<file path="src/rtl/traffic_lamp_monitor_if.sv">
// rtl/traffic_lamp_monitor_if.sv - lamp inputs and monitor status bundle for traffic_lamp_monitor
//
// Purpose: groups the observed lamp lines and the monitor's status outputs.
//   master : the side that drives the lamps (controller/decoder or bench) and reads status
//   slave  : the monitor; reads the lamps and drives status
// Signals:
//   a_r/a_y/a_g, b_r/b_y/b_g : one-hot lamp lines for approaches A and B
//   a_code/b_code            : encoded phase (00 RED, 01 YEL, 10 GRN, 11 INVALID)
//   a_dwell/b_dwell          : cycles the current code has been held (saturating)
//   fault/fault_code         : sticky fault flag and first fault cause
//   cycle_count              : completed A cycles, wraps at 8 bits
interface traffic_lamp_monitor_if #(
  parameter int CNT_W = 8
);
  logic             a_r, a_y, a_g;
  logic             b_r, b_y, b_g;
  logic [1:0]       a_code, b_code;
  logic [CNT_W-1:0] a_dwell, b_dwell;
  logic             fault;
  logic [2:0]       fault_code;
  logic [7:0]       cycle_count;

  modport master (
    output a_r, a_y, a_g, b_r, b_y, b_g,
    input  a_code, b_code, a_dwell, b_dwell, fault, fault_code, cycle_count
  );

  modport slave (
    input  a_r, a_y, a_g, b_r, b_y, b_g,
    output a_code, b_code, a_dwell, b_dwell, fault, fault_code, cycle_count
  );
endinterface

</file>
<file path="src/rtl/traffic_lamp_monitor.sv">
// rtl/traffic_lamp_monitor.sv - safety monitor for a two-approach traffic signal
//
// Purpose: re-encodes approach A/B lamps to phase codes, checks lamp validity,
//   A/B green conflict, R->Y->G->Y->R sequence legality and minimum dwell, and
//   latches the first fault. All outputs lag the sampled lamps by one cycle.
// Ports:
//   i_clk    : system clock, rising edge
//   i_reset  : synchronous active-high reset
//   io_mon   : traffic_lamp_monitor_if.slave (lamps in, status out)
module traffic_lamp_monitor #(
  parameter int MIN_DWELL = 2,
  parameter int CNT_W     = 8
) (
  input  logic                   i_clk,
  input  logic                   i_reset,
  traffic_lamp_monitor_if.slave  io_mon
);

  typedef enum logic [1:0] {S_RED, S_YEL_UP, S_GRN, S_YEL_DN} seq_state_e;

  localparam logic [1:0] C_RED = 2'b00;
  localparam logic [1:0] C_YEL = 2'b01;
  localparam logic [1:0] C_GRN = 2'b10;
  localparam logic [1:0] C_INV = 2'b11;

  localparam logic [CNT_W-1:0] L_MIN_DWELL = CNT_W'(MIN_DWELL);
  localparam logic [CNT_W-1:0] L_ONE       = CNT_W'(1);

  function automatic logic [1:0] encode(input logic r, input logic y, input logic g);
    case ({r, y, g})
      3'b100:  return C_RED;
      3'b010:  return C_YEL;
      3'b001:  return C_GRN;
      default: return C_INV;
    endcase
  endfunction

  // Yellow with no history is taken as the rising yellow.
  function automatic seq_state_e init_state(input logic [1:0] code);
    case (code)
      C_YEL:   return S_YEL_UP;
      C_GRN:   return S_GRN;
      default: return S_RED;
    endcase
  endfunction

  // The FSM state doubles as the previous-code register.
  function automatic logic [1:0] state_code(input seq_state_e s);
    case (s)
      S_YEL_UP, S_YEL_DN: return C_YEL;
      S_GRN:              return C_GRN;
      default:            return C_RED;
    endcase
  endfunction

  function automatic logic seq_illegal(input seq_state_e s, input logic [1:0] code);
    case (s)
      S_RED:    return code == C_GRN;
      S_YEL_UP: return code == C_RED;
      S_GRN:    return code == C_RED;
      S_YEL_DN: return code == C_GRN;
      default:  return 1'b0;
    endcase
  endfunction

  function automatic seq_state_e seq_legal_next(input seq_state_e s, input logic [1:0] code);
    case (s)
      S_RED:    return (code == C_YEL) ? S_YEL_UP : s;
      S_YEL_UP: return (code == C_GRN) ? S_GRN    : s;
      S_GRN:    return (code == C_YEL) ? S_YEL_DN : s;
      S_YEL_DN: return (code == C_RED) ? S_RED    : s;
      default:  return S_RED;
    endcase
  endfunction

  // Index 0 is approach A, index 1 is approach B.
  logic [1:0]       w_code      [2];
  logic [1:0]       w_valid;
  logic             w_arm_now;
  seq_state_e       r_state     [2];
  seq_state_e       w_state_nxt [2];
  logic [CNT_W-1:0] r_dwell     [2];
  logic [CNT_W-1:0] w_dwell_nxt [2];
  logic [1:0]       r_code      [2];
  logic [1:0]       w_illegal;
  logic [1:0]       w_short;
  logic             w_invalid;
  logic             w_conflict;
  logic [2:0]       w_fault_new;
  logic             w_cycle_done;
  logic             r_armed;
  logic             r_fault;
  logic [2:0]       r_fault_code;
  logic [7:0]       r_cycle_count;

  assign w_code[0] = encode(io_mon.a_r, io_mon.a_y, io_mon.a_g);
  assign w_code[1] = encode(io_mon.b_r, io_mon.b_y, io_mon.b_g);
  assign w_valid   = {w_code[1] != C_INV, w_code[0] != C_INV};
  assign w_arm_now = !r_armed && (&w_valid);

  // Next-state for both sequence FSMs and dwell counters. An invalid
  // approach keeps its state and dwell so checking resumes from there.
  always_comb begin
    for (int i = 0; i < 2; i++) begin
      w_state_nxt[i] = r_state[i];
      w_dwell_nxt[i] = r_dwell[i];
      w_illegal[i]   = 1'b0;
      w_short[i]     = 1'b0;
      if (w_arm_now) begin
        w_state_nxt[i] = init_state(w_code[i]);
        w_dwell_nxt[i] = L_ONE;
      end else if (r_armed && w_valid[i]) begin
        w_illegal[i]   = seq_illegal(r_state[i], w_code[i]);
        w_state_nxt[i] = w_illegal[i] ? init_state(w_code[i])
                                      : seq_legal_next(r_state[i], w_code[i]);
        if (w_code[i] != state_code(r_state[i])) begin
          w_dwell_nxt[i] = L_ONE;
          w_short[i]     = r_dwell[i] < L_MIN_DWELL;
        end else if (r_dwell[i] != '1) begin
          w_dwell_nxt[i] = r_dwell[i] + L_ONE;
        end
      end
    end
  end

  assign w_invalid    = r_armed && !(&w_valid);
  assign w_conflict   = (w_code[0] == C_GRN) && (w_code[1] == C_GRN);
  assign w_cycle_done = r_armed && w_valid[0] && (r_state[0] == S_YEL_DN) && (w_code[0] == C_RED);

  // Lowest fault code wins when several fire together.
  always_comb begin
    w_fault_new = 3'd0;
    if (w_invalid)       w_fault_new = 3'd1;
    else if (w_conflict) w_fault_new = 3'd2;
    else if (|w_illegal) w_fault_new = 3'd3;
    else if (|w_short)   w_fault_new = 3'd4;
  end

  always_ff @(posedge i_clk) begin
    if (i_reset) begin
      for (int i = 0; i < 2; i++) begin
        r_state[i] <= S_RED;
        r_dwell[i] <= '0;
        r_code[i]  <= C_RED;
      end
      r_armed       <= 1'b0;
      r_fault       <= 1'b0;
      r_fault_code  <= 3'd0;
      r_cycle_count <= 8'd0;
    end else begin
      for (int i = 0; i < 2; i++) begin
        r_state[i] <= w_state_nxt[i];
        r_dwell[i] <= w_dwell_nxt[i];
        r_code[i]  <= w_code[i];
      end
      if (w_arm_now) r_armed <= 1'b1;
      if (!r_fault && (w_fault_new != 3'd0)) begin
        r_fault      <= 1'b1;
        r_fault_code <= w_fault_new;
      end
      if (w_cycle_done) r_cycle_count <= r_cycle_count + 8'd1;
    end
  end

  assign io_mon.a_code      = r_code[0];
  assign io_mon.b_code      = r_code[1];
  assign io_mon.a_dwell     = r_dwell[0];
  assign io_mon.b_dwell     = r_dwell[1];
  assign io_mon.fault       = r_fault;
  assign io_mon.fault_code  = r_fault_code;
  assign io_mon.cycle_count = r_cycle_count;

endmodule
</file>
<file path="src/flat_wrapper.sv">
// flat-port wrapper written by rule: the top's interface ports become plain ports
module traffic_lamp_monitor_flat 
#(
  parameter int MIN_DWELL = 2,
  parameter int CNT_W     = 8
)
  (i_clk, i_reset, io_mon_a_r, io_mon_a_y, io_mon_a_g, io_mon_b_r, io_mon_b_y, io_mon_b_g, io_mon_a_code, io_mon_b_code, io_mon_a_dwell, io_mon_b_dwell, io_mon_fault, io_mon_fault_code, io_mon_cycle_count);
  traffic_lamp_monitor_if #(.CNT_W(CNT_W)) io_mon_i ();
  input  logic i_clk;
  input  logic i_reset;
  input wire logic [$bits(io_mon_i.a_r)-1:0] io_mon_a_r;
  input wire logic [$bits(io_mon_i.a_y)-1:0] io_mon_a_y;
  input wire logic [$bits(io_mon_i.a_g)-1:0] io_mon_a_g;
  input wire logic [$bits(io_mon_i.b_r)-1:0] io_mon_b_r;
  input wire logic [$bits(io_mon_i.b_y)-1:0] io_mon_b_y;
  input wire logic [$bits(io_mon_i.b_g)-1:0] io_mon_b_g;
  output wire logic [$bits(io_mon_i.a_code)-1:0] io_mon_a_code;
  output wire logic [$bits(io_mon_i.b_code)-1:0] io_mon_b_code;
  output wire logic [$bits(io_mon_i.a_dwell)-1:0] io_mon_a_dwell;
  output wire logic [$bits(io_mon_i.b_dwell)-1:0] io_mon_b_dwell;
  output wire logic [$bits(io_mon_i.fault)-1:0] io_mon_fault;
  output wire logic [$bits(io_mon_i.fault_code)-1:0] io_mon_fault_code;
  output wire logic [$bits(io_mon_i.cycle_count)-1:0] io_mon_cycle_count;
  assign io_mon_i.a_r = io_mon_a_r;
  assign io_mon_i.a_y = io_mon_a_y;
  assign io_mon_i.a_g = io_mon_a_g;
  assign io_mon_i.b_r = io_mon_b_r;
  assign io_mon_i.b_y = io_mon_b_y;
  assign io_mon_i.b_g = io_mon_b_g;
  assign io_mon_a_code = io_mon_i.a_code;
  assign io_mon_b_code = io_mon_i.b_code;
  assign io_mon_a_dwell = io_mon_i.a_dwell;
  assign io_mon_b_dwell = io_mon_i.b_dwell;
  assign io_mon_fault = io_mon_i.fault;
  assign io_mon_fault_code = io_mon_i.fault_code;
  assign io_mon_cycle_count = io_mon_i.cycle_count;
  traffic_lamp_monitor #(.MIN_DWELL(MIN_DWELL), .CNT_W(CNT_W)) u_core (.i_clk(i_clk), .i_reset(i_reset), .io_mon(io_mon_i));
endmodule
</file>
<file path="config.mk">
export PLATFORM = sky130hd
export DESIGN_NAME = traffic_lamp_monitor_flat
export DESIGN_NICKNAME = d
export VERILOG_FILES = /design/src/rtl/traffic_lamp_monitor_if.sv /design/src/rtl/traffic_lamp_monitor.sv /design/src/flat_wrapper.sv
export SDC_FILE = /design/constraint.sdc
export NUM_CORES = 1
export LEC_CHECK = 0
export ABC_AREA = 1
export BUFFER_PORTS_ARGS = -buffer_cell sky130_fd_sc_hd__clkbuf_2
export CORE_UTILIZATION = 60
export CTS_BUF_LIST = sky130_fd_sc_hd__clkbuf_2 sky130_fd_sc_hd__clkbuf_4 sky130_fd_sc_hd__clkbuf_8
export CTS_CLUSTER_SIZE = 12
export DETAILED_ROUTE_END_ITERATION = 8
export PLACE_DENSITY = 0.85
export RECOVER_POWER = 50
export SLEW_MARGIN = 10
export SYNTH_ARGS = -nofsm -noshare
export SYNTH_HDL_FRONTEND = slang
export SYNTH_SLANG_ARGS = --single-unit
</file>
<file path="constraint.sdc">
create_clock -name i_clk -period 4.3 [get_ports i_clk]
set_input_delay 0.86 -clock i_clk [delete_from_list [all_inputs] [get_ports i_clk]]
set_output_delay 0.86 -clock i_clk [all_outputs]
set_load 0.005 [all_outputs]
</file>
# Word level (Yosys, flattened, before mapping)
# Memory sizes are Yosys's and may differ from the RTL's.
# Index checks and enable logic that the tools add are counted.
[totals] ff_bits=13 latchBits=0 mem_bits_rw=24 romBits=0 input_bits=8 n_memories=3
[classes] n_addsub=3 n_mul=0 div=0 n_lt_le_gt_ge=2 eq_ne=22 shifts=0 n_mux=63 bitwise=6 n_reduce_logical=25
[memory_table] name="u_core.r_dwell" depth=2 word_bits=8 rd=2 rd_clocked_by_memory_dff=0 write_ports=2 line="traffic_lamp_monitor.sv:82" text="logic [CNT_W-1:0] r_dwell [2];"
[memory_table] name="u_core.r_code" depth=2 word_bits=2 rd=2 rd_clocked_by_memory_dff=0 write_ports=2 line="traffic_lamp_monitor.sv:84" text="logic [1:0] r_code [2];"
[memory_table] name="u_core.r_state" depth=2 word_bits=2 rd=2 rd_clocked_by_memory_dff=0 write_ports=2 line="traffic_lamp_monitor.sv:80" text="seq_state_e r_state [2];"
[ops] op="$mux 8" n=10
[ops] op="$mux 2" n=22
[ops] op="$add 8x1->8 const B" n=3
[ops] op="$mux 1" n=17
[ops] op="$lt 8x2->1 const B" n=2
[ops] op="$ne 8x8->1 const B" n=2
[ops] op="$pmux 2 s2" n=4
[ops] op="$pmux 2 s4" n=2
[ops] op="$reduce_or 2->1" n=8
[ops] op="$eq 2x2->1 const B" n=6
[ops] op="$mux 3" n=4
[ops] op="$pmux 2 s3" n=2
[ops] op="$eq 2x1->1 const B" n=4
[ops] op="$logic_and 1x1->1" n=8
[ops] op="$logic_not 2->1" n=4
[ops] op="$eq 3x1->1 const B" n=2
[ops] op="$eq 3x2->1 const B" n=2
[ops] op="$eq 3x3->1 const B" n=2
[ops] op="$or 1x1->1" n=6
[ops] op="$ne 2x2->1" n=2
[ops] op="$ne 2x2->1 const B" n=2
[ops] op="$pmux 1 s2" n=2
[ops] op="$logic_not 1->1" n=3
[ops] op="$reduce_bool 3->1" n=1
[ops] op="$reduce_and 2->1" n=1

# Depth between registers and ports, before layout
[logic_depth] word_depth=17 ltp_mapped=15

# Least setup slack after synthesis
# OpenSTA, ideal clock, no wires.
[synth_path] path_kind="input port to flip-flop" from="input port io_mon_a_g" to="memory u_core.r_dwell[0][3]" setup_ns=0.066 t_arrival_ns=1.902 required_ns=4.234 slack_ns=2.332 cell_stages=10 n_path_buf=0 path_cell_list="nor2_1 -> nand2_2 -> nand3_1 -> nand2_4 -> nand2_8 -> nor2_4 -> nor2_8 -> nand2_2 -> or2_1 -> a21oi_2"
[synth_lines] item="start: declaration" line="flat_wrapper.sv:13" text="input wire logic [$bits(io_mon_i.a_g)-1:0] io_mon_a_g;"
[synth_lines] item="end: declaration" line="traffic_lamp_monitor.sv:82"

# Final worst setup path
[layout_path] from="input port io_mon_a_g" to="register u_core.r_cycle_count[6] (netlist: u_core.io_mon.cycle_count[6])"
[layout_between] elab_chain_len=6
[layout_rtl] item="$eq 3x1->1 (tied with other cells)" line="traffic_lamp_monitor.sv:30" text="case ({r, y, g})"
[layout_rtl] item="$pmux 2 s3 *" line="traffic_lamp_monitor.sv:30"
[layout_rtl] item="$ne 2x2->1" line="traffic_lamp_monitor.sv:98" text="assign w_valid = {w_code[1] != C_INV, w_code[0] != C_INV};"
[layout_rtl] item="$logic_and 1x1->1 (2 in a row)" line="traffic_lamp_monitor.sv:128" text="assign w_cycle_done = r_armed && w_valid[0] && (r_state[0] == S_YEL_DN) && (w_code[0] == C_RED);"
[layout_rtl] item="$logic_and 1x1->1 *" line="traffic_lamp_monitor.sv:128"
[layout_rtl] item="end signal: assignment" line="traffic_lamp_monitor.sv:161" text="if (w_cycle_done) r_cycle_count <= r_cycle_count + 8'd1;"
[layout_rtl] item="end: declaration" line="traffic_lamp_monitor.sv:94" text="logic [7:0] r_cycle_count;"
# Every way passes the cells marked *; elsewhere a longest branch is shown, timed or not.
# A chain may end at the register's enable or synchronous reset.

==> impl_results.md <==
* DR pass1 iterations at 4
* Slew headroom at 0.775
* Critical path endpoint category: flop
* Drt drc at 0
* Placed Cells at 400
* Initial antenna violation count at 0
* Met1 Track Usage GR at 0.319
* DP Area at 0.00251 mm^2
* Port buffer count at 39
* CP Launch Point: io_mon_a_g
* CTS Buf Count at 5
* Cell Rows at 21
* Die Width at 63.4 um
* Largest net degree at the start of global routing at 16
* HPWL Detailed at 3470 um
* Die area at 0.00401 mm^2
* Post-synth top area cell: dfxtp_1
* Setup TNS at 0 ns
* Hold Buf Count CTS at 0
* Crit Path Max Fanout at 7
* Via density at 5.26
* Final worst path period need at 2.12 ns
* Die Y-Extent at 63.4 um
* Seq cells post-synth at 37
* GRT Total Usage at 0.255
* FF-to-FF Start: u_core.r_state[0][3]
* Syn Inst Count at 316
* Multi-input combinational cell area at 0.00130 mm^2
* Post-route setup slack at 2.18 ns
* Final hold violation count at 0
* Min-delay worst type: reg -> reg
* CTS sink cnt at 37
* Layout cells sized above 1 at 0.218
* Storage element area at 741 um^2
* GP Congestion at 0.861
* Clk buf depth at 2
* Non-filler cells, final at 408
* Max Freq at 0.472 GHz
* Post-synth top area share at 0.328
* H-tree depth at 2
* CTS root buffer: clkbuf_8
* Routed WL at 4600 um
* Grt total ovfl at 0
* Via count of the routed design at 2146
* Final setup violation count at 0
* Worst-margin pin slew at 0.337 ns
* Period utilisation layout at 0.493
* Fin. max-slew vios at 0
* Met3 usage at 0.0688
* Initial Util at 0.651
* GRT busiest layer: met2
* Maximum vdd drop at 194 uV
* Area Overhead vs Synth at 14.0%
* Worst EP required at 4.47 ns
* Synth area leaders: dfxtp_1, nand2_1, inv_1
* First-pass GRT wire length at 8050 um
* Pleak at 1.23 nW
* Clk_skew at 0.00701 ns
* Met2 Track Usage GR at 0.414
* Worst slack at placement at 2.02 ns
* Avg Inst Size Synth at 7.15 um^2
* CTS tree: done
* Drt initial violations at 137
* ANT nets after route at 0
* Synth Net Count at 335
* Crit start category: primary input
* Seq/Total Area, Yosys at 0.328
* Clk slew on worst S/H paths at 0.07 ns
* Clock latency on the worst-skew pair at 0.29 ns
* Number of post-CTS setup repair buffers at 0
* WL/cell at 11.3 um
* Fin area at 0.00257 mm^2
* Core Region at 0.00347 mm^2
* PwrDens at 292 mW/mm^2
* Most frequent cells in the layout: nand2_1, inv_1, dfxtp_1
* Fillers at 287
* Post-cts repair resize count at 0
* Nets at 380
* CP Class: in -> reg
* Synth warn at 0
* Post-synthesis cell area at 0.00226 mm^2
* Commonest non-fill, non-tap cell in the layout: nand2_1
* Vias in the first global route at 1882
* Min-Delay Startpoint: u_core.io_mon.fault_code[2]
* Diodes inserted at 0
* Status: completed
* Io pins at 40
* RSZ-0062 raised after global routing: no
* Cell variety after synth at 38
* Crit path arrival time at 2.29 ns
* Max Cap Violations at 0
[flip-flops by register name, indices dropped and copies added, names as in the netlist]
register	flops
u_core.io_mon.fault_code	3
u_core.r_state	4
u_core.r_armed	1
u_core.r_dwell	16
u_core.io_mon.cycle_count	8
u_core.io_mon.fault	1
u_core.r_code	4
[report_power, final]
| part | switching (mW) | internal [mW] |
|---|---|---|
| sequential | 0.00781 | 0.354 |
| combinational | 0.0802 | 0.0426 |
| clock | 0.124 | 0.145 |
| total | 0.212 | 0.541 |
[cell usage after synthesis (all sizes together)]
cell type  number
nor3            5
dfxtp          37
ha             11
nand3          21
and2            1
o211ai          2
inv            51
nor2           39
nor3b           1
nand3b          2
xor2            2
a21oi          25
clkbuf          1
xnor2           1
nand2          73
o21ai          25
or2             2
o21a            1
nand4          12
and3            1
a211oi          1
a31oi           2
[stage by stage]
step,hold slack (ns),total power [mW],util
floorplan,0.456,0.462,-
detailed placement,0.458,0.493,0.723
finish,0.464,0.753,0.742
global route,0.501,0.789,0.742
global placement,0.447,0.490,0.723
CTS,0.470,0.758,0.752
[metal layers]
metal  up-vias  routed length (um)  share of wire
li1       1121                   -              -
met1       971                2240           0.49
met2        47                2070           0.45
met3         7                 219          0.048
met4         0                  66          0.014
met5         -                   0              0
[logic make-up after synthesis]
kind of cell             Yosys count  synth area share
adder cells (fa/ha/maj)           11            0.0609
buffers and inverters             52            0.0864
AND/OR/NAND/NOR                  157             0.373
AO/OA/AOI/OAI                     56             0.140
flip-flops                        37             0.328
XOR/XNOR                           3            0.0116
[layout make-up]
cell class / instances / share of cell area
Multi-Input combinational cell: 227 / 0.504
Sequential cell: 37 / 0.288
Inverter: 51 / 0.0743
Timing Repair Buffer: 39 / 0.0724
Clock buffer: 7 / 0.0374
Tap cell: 46 / 0.0224
Clock inverter: 1 / 0.00194
[worst paths after layout]
| kind | endpoint | slack (ns) | cells past startpoint |
|---|---|---|---|
| max reg2reg | u_core.r_dwell[0][11] | 2.50 | 11 |
| min | u_core.io_mon.fault_code[2] | 0.46 | 2 |
| min reg2reg | u_core.io_mon.fault_code[2] | 0.46 | 2 |
| max | u_core.io_mon.cycle_count[6] | 2.18 | 10 |
[worst max-delay path: stages]
cell and delay, ns:
clkbuf_1 0.10, nor2_1 0.11, nand2_1 0.16, inv_1 0.11
nand3_1 0.18, inv_1 0.18, and3_1 0.20, nand2_1 0.11
nor3_1 0.20, nor3b_2 0.06
No activity file was read; power rests on OpenSTA's default activity.
